$ cat src/rtl/reg_write_arbiter_pkg.sv
`default_nettype none
// ============================================================================
// Module      : reg_write_arbiter_pkg
// Description : Shared definitions for the register writeback arbiter.
//               Default data/address widths and the requester-id encoding
//               used to track which requester was granted last.
// Revision    : 1.0 - initial release
// ============================================================================
package reg_write_arbiter_pkg;

    localparam int c_WORD_WIDTH    = 32;
    localparam int c_ADDRESS_WIDTH = 5;

    // Requester identity; stored as last-grant state for round-robin.
    typedef enum logic {
        REQ_ALU  = 1'b0,
        REQ_LONG = 1'b1
    } req_id_e;

endpackage
`default_nettype wire

$ cat src/rtl/reg_write_arbiter_scoreboard.sv
`default_nettype none
// ============================================================================
// Module      : reg_scoreboard
// Description : Per-register busy bits for long-latency destinations.
//               A long-latency issue marks its destination busy; the
//               matching writeback clears it. Drives decode stall and
//               issue back-pressure.
// Ports       : clk, rst          - clock, async active-high reset
//               issue_valid/addr  - long-latency issue request
//               issue_ready       - destination not already pending
//               clr_valid/addr    - accepted long-latency writeback
//               ra1, ra2          - decode source registers
//               stall             - a source has a pending write
// Revision    : 1.0 - initial release
// ============================================================================
module reg_scoreboard #(
    parameter int ADDRESS_WIDTH = 5
) (
    input  logic                     clk,
    input  logic                     rst,
    input  logic                     issue_valid,
    input  logic [ADDRESS_WIDTH-1:0] issue_addr,
    output logic                     issue_ready,
    input  logic                     clr_valid,
    input  logic [ADDRESS_WIDTH-1:0] clr_addr,
    input  logic [ADDRESS_WIDTH-1:0] ra1,
    input  logic [ADDRESS_WIDTH-1:0] ra2,
    output logic                     stall
);

    localparam int NUM_REGS = 2 ** ADDRESS_WIDTH;

    logic [NUM_REGS-1:0] r_busy;
    logic [NUM_REGS-1:0] w_set_mask;
    logic [NUM_REGS-1:0] w_clr_mask;
    logic [NUM_REGS-1:0] w_busy_next;

    // Clear is applied before set so a same-cycle set on the same register
    // wins. Register 0 is hard-wired to never be busy.
    always_comb begin
        w_set_mask = '0;
        w_clr_mask = '0;
        if (issue_valid && issue_ready && (issue_addr != '0)) begin
            w_set_mask[issue_addr] = 1'b1;
        end
        if (clr_valid) begin
            w_clr_mask[clr_addr] = 1'b1;
        end
        w_busy_next    = (r_busy & ~w_clr_mask) | w_set_mask;
        w_busy_next[0] = 1'b0;
    end

    always_ff @(posedge clk or posedge rst) begin
        if (rst) begin
            r_busy <= '0;
        end else begin
            r_busy <= w_busy_next;
        end
    end

    assign issue_ready = !rst && !r_busy[issue_addr];
    assign stall       = !rst && (((ra1 != '0) && r_busy[ra1]) ||
                                  ((ra2 != '0) && r_busy[ra2]));

endmodule
`default_nettype wire

$ cat src/rtl/reg_write_arbiter.sv
`default_nettype none
// ============================================================================
// Module      : reg_write_arbiter
// Description : Arbitrates two writeback requesters (ALU path, long-latency
//               path) onto a single register-file write port with a one-
//               cycle registered drive, and tracks pending long-latency
//               destinations through reg_scoreboard.
// Ports       : clk, rst                 - clock, async active-high reset
//               req0_valid/addr/data     - ALU writeback request
//               req0_ready               - request 0 accepted this cycle
//               req1_valid/addr/data     - long-latency writeback request
//               req1_ready               - request 1 accepted this cycle
//               issue_valid/addr         - long-latency op issue
//               issue_ready              - issue accepted this cycle
//               RA1, RA2                 - decode source registers
//               stall                    - source has a pending write
//               WEN, WA3, WD3            - registered write port drive
// Revision    : 1.0 - initial release
// ============================================================================
module reg_write_arbiter
    import reg_write_arbiter_pkg::*;
#(
    parameter int WORD_WIDTH    = c_WORD_WIDTH,
    parameter int ADDRESS_WIDTH = c_ADDRESS_WIDTH
) (
    input  logic                     clk,
    input  logic                     rst,
    input  logic                     req0_valid,
    input  logic [ADDRESS_WIDTH-1:0] req0_addr,
    input  logic [WORD_WIDTH-1:0]    req0_data,
    output logic                     req0_ready,
    input  logic                     req1_valid,
    input  logic [ADDRESS_WIDTH-1:0] req1_addr,
    input  logic [WORD_WIDTH-1:0]    req1_data,
    output logic                     req1_ready,
    input  logic                     issue_valid,
    input  logic [ADDRESS_WIDTH-1:0] issue_addr,
    output logic                     issue_ready,
    input  logic [ADDRESS_WIDTH-1:0] RA1,
    input  logic [ADDRESS_WIDTH-1:0] RA2,
    output logic                     stall,
    output logic                     WEN,
    output logic [ADDRESS_WIDTH-1:0] WA3,
    output logic [WORD_WIDTH-1:0]    WD3
);

    req_id_e                  r_last_grant;
    logic                     r_wen;
    logic [ADDRESS_WIDTH-1:0] r_wa3;
    logic [WORD_WIDTH-1:0]    r_wd3;

    logic                     w_grant0;
    logic                     w_grant1;
    logic                     w_accept;
    logic [ADDRESS_WIDTH-1:0] w_sel_addr;
    logic [WORD_WIDTH-1:0]    w_sel_data;

    // Round-robin: on a tie the requester that did not win last time wins.
    // Nothing is granted while reset is asserted.
    always_comb begin
        w_grant0 = 1'b0;
        w_grant1 = 1'b0;
        if (!rst) begin
            if (req0_valid && (!req1_valid || (r_last_grant == REQ_LONG))) begin
                w_grant0 = 1'b1;
            end else if (req1_valid) begin
                w_grant1 = 1'b1;
            end
        end
    end

    assign w_accept   = w_grant0 || w_grant1;
    assign w_sel_addr = w_grant1 ? req1_addr : req0_addr;
    assign w_sel_data = w_grant1 ? req1_data : req0_data;

    assign req0_ready = w_grant0;
    assign req1_ready = w_grant1;

    // Writes to register 0 are acknowledged but never enable the port.
    always_ff @(posedge clk or posedge rst) begin
        if (rst) begin
            r_last_grant <= REQ_LONG;
            r_wen        <= 1'b0;
            r_wa3        <= '0;
            r_wd3        <= '0;
        end else begin
            r_wen <= w_accept && (w_sel_addr != '0);
            if (w_accept) begin
                r_wa3 <= w_sel_addr;
                r_wd3 <= w_sel_data;
            end
            if (w_grant0) begin
                r_last_grant <= REQ_ALU;
            end else if (w_grant1) begin
                r_last_grant <= REQ_LONG;
            end
        end
    end

    assign WEN = r_wen;
    assign WA3 = r_wa3;
    assign WD3 = r_wd3;

    reg_scoreboard #(
        .ADDRESS_WIDTH (ADDRESS_WIDTH)
    ) u_scoreboard (
        .clk         (clk),
        .rst         (rst),
        .issue_valid (issue_valid),
        .issue_addr  (issue_addr),
        .issue_ready (issue_ready),
        .clr_valid   (w_grant1),
        .clr_addr    (req1_addr),
        .ra1         (RA1),
        .ra2         (RA2),
        .stall       (stall)
    );

endmodule
`default_nettype wire

$ cat config.mk
export PLATFORM = sky130hd
export DESIGN_NAME = reg_write_arbiter
export DESIGN_NICKNAME = d
export VERILOG_FILES = /design/src/rtl/reg_write_arbiter_pkg.sv /design/src/rtl/reg_write_arbiter_scoreboard.sv /design/src/rtl/reg_write_arbiter.sv
export SDC_FILE = /design/constraint.sdc
export NUM_CORES = 1
export LEC_CHECK = 0
export CORE_MARGIN = 8
export CORE_UTILIZATION = 46
export CTS_BUF_LIST = sky130_fd_sc_hd__clkbuf_4 sky130_fd_sc_hd__clkbuf_8 sky130_fd_sc_hd__clkbuf_16
export DETAILED_ROUTE_END_ITERATION = 12
export PLACE_DENSITY = 0.93
export SLEW_MARGIN = 20
export SYNTH_ARGS = -nofsm -noshare
export SYNTH_HDL_FRONTEND = slang
export SYNTH_SLANG_ARGS = --single-unit
$ cat constraint.sdc
create_clock -name clk -period 4.1 [get_ports clk]
set_clock_uncertainty 0.15 [all_clocks]
set_input_delay 0.41 -clock clk [delete_from_list [all_inputs] [get_ports clk]]
set_output_delay 0.41 -clock clk [all_outputs]
set_load 0.02 [all_outputs]
==> results.sh, run 1 <==
export IMPL_status="finished, final reports clean"
export IMPL_finalInstanceArea_sq_um=5590
export IMPL_hold_end="WA3[1]"
export IMPL_grt_max_degree=47
export IMPL_cp_required_ns=3.54
export IMPL_synthArstFlopShare_pct=100
export IMPL_ir_drop_v=0.000258
export IMPL_dieArea_sq_um=11700
export IMPL_drv_slew=0
export IMPL_drcViolationCount=0
export IMPL_clkTransAtPathRegs_ns=0.08
export IMPL_final_util_pct=68.0
export IMPL_p_clk_share_pct=29.4
export IMPL_drt_wirelength_per_cell_microns=21.5
export IMPL_wl_microns=12900
export IMPL_place_gp_congestion=0.912
export IMPL_cts_hold_buf=0
export IMPL_cts_root_buf="clkbuf_8"
export IMPL_ys_flop_type="dfrtp_1"
export IMPL_cp_arrival_ns=3.21
export IMPL_drv_cap=0
export IMPL_fin_nets=585
export IMPL_core_area_sq_um=8220
export IMPL_worst_slew_pin_slew_ns=0.507
export IMPL_combPwrFrac_pct=30.0
export IMPL_max_clock_freq_mhz=265
export IMPL_post_cts_buffers=0
export IMPL_overflow=0
export IMPL_nFillCells=591
export IMPL_synth_nets=461
export IMPL_relSlewSlack_pct=66.2
export IMPL_initial_core_util_pct=47.5
export IMPL_detail_route_antenna_nets=0
export IMPL_yosysUniqueCellTypes=43
export IMPL_grt_busiest_layer="met2"
export IMPL_clock_path_buffers=2
export IMPL_grt_pass1_vias=3907
export IMPL_grt_usage_pct=22.3
export IMPL_use_met1_pct=24.7
export IMPL_hp_class="reg -> reg"
export IMPL_grt_pass1_wl_microns=20600
export IMPL_hold_path_depth=2
export IMPL_first_pass_iters=6
export IMPL_avgSynthCellArea_sq_um=10.6
export IMPL_postSynthCellCount=367
export IMPL_synth_seq_cells=70
export IMPL_hold_viol=0
export IMPL_dp_hpwl_microns=9940
export IMPL_leakage_uw=0.00238
export IMPL_die_x_microns=108
export IMPL_rr_endpoint="u_scoreboard.r_busy[13]"
export IMPL_fin_cells=601
export IMPL_cts_sinks=70
export IMPL_clock_latency_ns=0.34
export IMPL_endpoint_kind="primary output"
export IMPL_setup_viol=0
export IMPL_n_antenna_cell=0
export IMPL_die_height_microns=108
export IMPL_ys_warnings_count=0
export IMPL_yosysSeqAreaShare_pct=44.9
export IMPL_crit_fanout=5
export IMPL_syn_to_final_growth_pct=43.2
export IMPL_r2r_start="u_scoreboard.r_busy[27]"
export IMPL_grt_setup_unrepaired="no"
export IMPL_fin_crit_sh_pct=92.0
export IMPL_synth_edff_count=0
export IMPL_dpl_cell_count=585
export IMPL_critPathKind="in -> out"
export IMPL_hold_start="WA3[1]"
export IMPL_holdWs_ns=0.343
export IMPL_use_met2_pct=36.7
export IMPL_via_per_inst=6.20
export IMPL_switching_power_uw=701
export IMPL_post_dp_cell_area_sq_um=5340
export IMPL_netSwitchingFraction_pct=30.4
export IMPL_vias=3729
export IMPL_rows=33
export IMPL_cts_tree="yes"
export IMPL_p_seq_share_pct=40.6
export IMPL_port_buffers=135
export IMPL_fin_tns_setup_ns=0
export IMPL_syn_area_sq_um=3900
export IMPL_drive_gt1_share_pct=10.9
export IMPL_h_tree_depth=3
export IMPL_gr_usage_met3_pct=11.1
export IMPL_fin_crit_ns=3.77
export IMPL_rrSetupSlack_ns=1.63
export IMPL_antenna_found_initial=0
export IMPL_cts_buffers=9
export IMPL_p_per_area_nw_per_um2=412
export IMPL_drtIter0Drc=369
export IMPL_cts_resized_gates=0
export IMPL_internal_power_uw=1600
export IMPL_boundaryPins=136
export IMPL_reg2reg_depth=6
export IMPL_setup_worst_path_start_class="input pin"
## stage by stage
stage / power [uW] / worst slack [ns]
after CTS: 2310 / 0.314
final: 2300 / 0.328
after detailed placement: 1630 / 0.317
after floorplan: 1290 / 0.728
after global routing: 2410 / 0.264
after global placement: 1600 / 0.412
## placed cells by master (no fill, tap or decap), drive strengths merged, types with 3 or more instances in the layout
master	count
clkbuf	10
nand4	4
o22ai	4
clkinv	3
mux4	16
inv	36
buf	9
nor3	4
o21ai	67
nor2	9
clkdlybuf4s50	135
nand2	21
nand3	6
nand4b	5
a222oi	32
mux2i	20
nand3b	10
dfrtp	69
nand2b	3
mux2	5
bufinv	3
## worst max path at each step
stage / start / to / slack [ns]
global placement: issue_addr[0] / issue_ready / 0.41
finish: issue_addr[0] / issue_ready / 0.33
floorplan: rst / req0_ready / 0.73
detailed placement: issue_addr[0] / issue_ready / 0.32
CTS: issue_addr[0] / issue_ready / 0.31
global route: issue_addr[0] / issue_ready / 0.26
## area by class of cell
cell class	count	area, sq um	area share, %
timing repair buffer	144	1420	25.4
tap	105	131	2.35
multi-input combinational	230	1900	34.1
clock buffer	10	138	2.46
clock inverter	6	109	1.95
sequential	70	1750	31.4
inverter	36	135	2.42
## cell usage after synthesis (2+ instances only)
master	n	area [sq um]
nand2b_1	3	18.8
nor2_1	9	33.8
clkbuf_1	24	90.1
buf_2	3	15.0
nand4_1	3	18.8
or3_1	2	12.5
o22ai_1	4	25.0
o31ai_1	2	15.0
a222oi_1	32	320
o21ai_1	12	60.1
inv_1	36	135
mux4_2	12	270
a211oi_1	2	15.0
nand4b_4	2	47.6
a21oi_1	2	10.0
o21ai_0	54	270
nor3b_1	2	15.0
nor3_1	4	20.0
nand3_1	6	30.0
buf_1	3	11.3
mux2_2	5	56.3
or3b_2	2	17.5
mux2i_1	20	200
nand4b_1	3	26.3
dfrtp_1	69	1730
mux4_1	4	105
nand3b_1	10	75.1
nor4_1	2	12.5
nand2_1	21	78.8
## critical path, cell delays in order
cell and delay [ns]:
clkdlybuf4s50_1 0.63, mux4_2 0.55, a221o_1 0.40, a31oi_4 0.21, and4bb_4 0.35, clkdlybuf4s50_1 0.65
## sequential cells by signal, summed over array words and instances, names as in the netlist
register,count
WD3,32
u_scoreboard.r_busy,31
r_last_grant,1
WA3,5
WEN,1
## logic make-up after synthesis
group,Yosys count,share of synthesized area (%)
buf+inv,67,6.73
flops,70,44.9
mux,41,16.2
simple gates,76,12.3
compound gates,113,19.8
## per-layer routing
metal / up-vias / share of wire [%] / routed length, microns
met5: - / 0 / 0
met4: 0 / 1.5 / 192
met3: 18 / 13 / 1630
met2: 236 / 50 / 6410
met1: 1821 / 36 / 4690
li1: 1654 / - / -
## power by group through the flow
stage / registers (uW) / logic (uW) / clock network (uW)
5_1_grt: 946 / 745 / 723
4_1_cts: 929 / 695 / 691
2_1_floorplan: 970 / 316 / 0
3_5_place_dp: 940 / 690 / 0
6_report: 935 / 690 / 677
3_3_place_gp: 933 / 666 / 0
(Power assumes the default switching activity.)
==> inputs of run 2 (changes only) <==
--- a/config.mk
+++ b/config.mk
@@ -9,6 +9,7 @@
 export CORE_UTILIZATION = 46
 export CTS_BUF_LIST = sky130_fd_sc_hd__clkbuf_4 sky130_fd_sc_hd__clkbuf_8 sky130_fd_sc_hd__clkbuf_16
 export DETAILED_ROUTE_END_ITERATION = 12
+export HOLD_SLACK_MARGIN = 0.12
 export PLACE_DENSITY = 0.93
 export SLEW_MARGIN = 20
 export SYNTH_ARGS = -nofsm -noshare
==> results of run 2 <==
Same layout as run 1: the final DEF is identical, and so are final timing and power.
==> inputs of run 3 (changes only) <==
--- a/config.mk
+++ b/config.mk
@@ -11,6 +11,7 @@
 export DETAILED_ROUTE_END_ITERATION = 12
 export HOLD_SLACK_MARGIN = 0.12
 export PLACE_DENSITY = 0.93
+export REMOVE_ABC_BUFFERS = 1
 export SLEW_MARGIN = 20
 export SYNTH_ARGS = -nofsm -noshare
 export SYNTH_HDL_FRONTEND = slang
==> results.sh, run 3 (synthesis gave the netlist of run 1 again) <==
export IMPL_status="finished, final reports clean"
export IMPL_dp_hpwl_microns=9900
export IMPL_setup_worst_path_start_class="input pin"
export IMPL_leakage_uw=0.00235
export IMPL_fin_cells=598
export IMPL_finalInstanceArea_sq_um=5530
export IMPL_place_gp_congestion=0.884
export IMPL_wl_microns=12900
export IMPL_critPathKind="in -> out"
export IMPL_clock_path_buffers=2
export IMPL_port_buffers=135
export IMPL_grt_max_degree=72
export IMPL_grt_usage_pct=22.4
export IMPL_clkTransAtPathRegs_ns=0.06
export IMPL_startpoint="issue_addr[0]"
export IMPL_final_cell_mix="clkdlybuf4s50_1, dfrtp_1, o21ai_0, inv_1, a222oi_1"
export IMPL_boundaryPins=136
export IMPL_endpoint_kind="primary output"
export IMPL_drive_gt1_share_pct=10.3
export IMPL_rrSetupSlack_ns=1.67
export IMPL_hold_start="WA3[3]"
export IMPL_ir_drop_v=0.000273
export IMPL_syn_to_final_growth_pct=41.5
export IMPL_via_per_inst=6.16
export IMPL_final_common_cell="clkdlybuf4s50_1"
export IMPL_vias=3684
export IMPL_grt_pass1_wl_microns=20400
export IMPL_reg2reg_depth=6
export IMPL_antenna_found_initial=0
export IMPL_cp_cell_sequence="clkdlybuf4s50_1 > mux4_2 > a221o_1 > a31oi_4 > and4bb_4 > clkdlybuf4s50_1"
export IMPL_cts_sinks=70
export IMPL_n_antenna_cell=0
export IMPL_cts_buffers=9
export IMPL_hold_end="WA3[3]"
export IMPL_crit_fanout=5
export IMPL_crit_top_cell="clkdlybuf4s50_1"
export IMPL_cp_slowest_cell="clkdlybuf4s50_1"
export IMPL_relSlewSlack_pct=40.5
export IMPL_fin_crit_ns=3.79
export IMPL_drt_wirelength_per_cell_microns=21.5
export IMPL_post_cts_buffers=0
export IMPL_die_height_microns=108
export IMPL_drv_slew=0
export IMPL_drv_cap=0
export IMPL_first_pass_iters=8
export IMPL_total_power_uw=2180
export IMPL_fin_crit_sh_pct=92.4
export IMPL_grt_pass1_vias=3947
export IMPL_p_per_area_nw_per_um2=394
export IMPL_drcViolationCount=0
export IMPL_detail_route_antenna_nets=0
export IMPL_drtIter0Drc=365
export IMPL_clock_latency_ns=0.34
export IMPL_cp_required_ns=3.54
export IMPL_setup_viol=0
export IMPL_die_x_microns=108
export IMPL_core_area_sq_um=8220
export IMPL_dpl_cell_count=583
export IMPL_nFillCells=576
export IMPL_rr_endpoint="u_scoreboard.r_busy[5]"
export IMPL_rows=33
export IMPL_r2r_start="u_scoreboard.r_busy[27]"
export IMPL_dieArea_sq_um=11700
export IMPL_multi_input_area_sq_um=1900
export IMPL_cp_arrival_ns=3.23
export IMPL_fin_nets=583
export IMPL_holdWs_ns=0.339
export IMPL_worst_slew_pin_slew_ns=0.892
export IMPL_initial_core_util_pct=47.5
export IMPL_max_clock_freq_mhz=264
export IMPL_critPathMaxStageDelay_ns=0.66
export IMPL_layout_area_seq_sq_um=1750
export IMPL_cts_hold_buf=0
export IMPL_h_tree_depth=3
export IMPL_hold_viol=0
export IMPL_hold_path_depth=2
export IMPL_cts_tree="yes"
export IMPL_largest_reg_flops=32
export IMPL_final_util_pct=67.2
export IMPL_post_dp_cell_area_sq_um=5330
export IMPL_hp_class="reg -> reg"
export IMPL_cts_root_buf="clkbuf_8"
export IMPL_grt_setup_unrepaired="no"
export IMPL_overflow=0
export IMPL_cts_resized_gates=0
## run 3: cell types whose count changed in the layout (fill, tap and decap cells not counted)
cell,change
clkinv_2,-2
clkinv_4,-1
buf_4,-2
clkbuf_4,+4
bufinv_16,-2
## run 3: routing by layer
| layer | GRT usage (%) | up-vias | part of all wire, % |
|---|---|---|---|
| li1 | - | 1647 | - |
| met1 | 25.1 | 1790 | 36 |
| met2 | 35.4 | 226 | 47 |
| met3 | 11.3 | 21 | 15 |
| met4 | 9.42 | 0 | 2.6 |
| met5 | 0 | - | 0 |
## run 3: area by class of cell
class                      instances  area share (%)
clock inverter                     1           0.543
tap                              105            2.38
sequential                        70            31.7
timing repair buffer             142            25.4
inverter                          36            2.45
clock buffer                      14            3.03
multi-input combinational        230            34.5
## run 3: how the worst max path moves through the flow
| stage | cells after the start | end | slack (ns) |
|---|---|---|---|
| after CTS | 6 | issue_ready | 0.31 |
| after floorplan | 5 | u_scoreboard.r_busy[6] | -0.70 |
| after global routing | 6 | issue_ready | 0.21 |
| after global placement | 6 | issue_ready | 0.36 |
| final | 6 | issue_ready | 0.31 |
| after detailed placement | 6 | issue_ready | 0.32 |
## run 3: worst max-delay path: cells and delay by family
family	cells	cell delay [ns]
AOI/OAI and AO/OA	2	0.61
buffers and inverters	2	1.29
muxes	1	0.55
and+or+nand+nor	1	0.36
## run 3: power breakdown
group	leakage, uW	switching (uW)	total, uW	internal, uW
logic	0.00137	321	686	365
clock network	0.000104	234	556	322
registers	0.000875	122	937	816
total	0.00235	676	2180	1500
## run 3: metrics by stage
step	setup TNS, ns	setup WS (ns)
2_1_floorplan	-25.02	-0.698
3_3_place_gp	0	0.358
3_5_place_dp	0	0.320
4_1_cts	0	0.309
5_1_grt	0	0.205
6_report	0	0.311
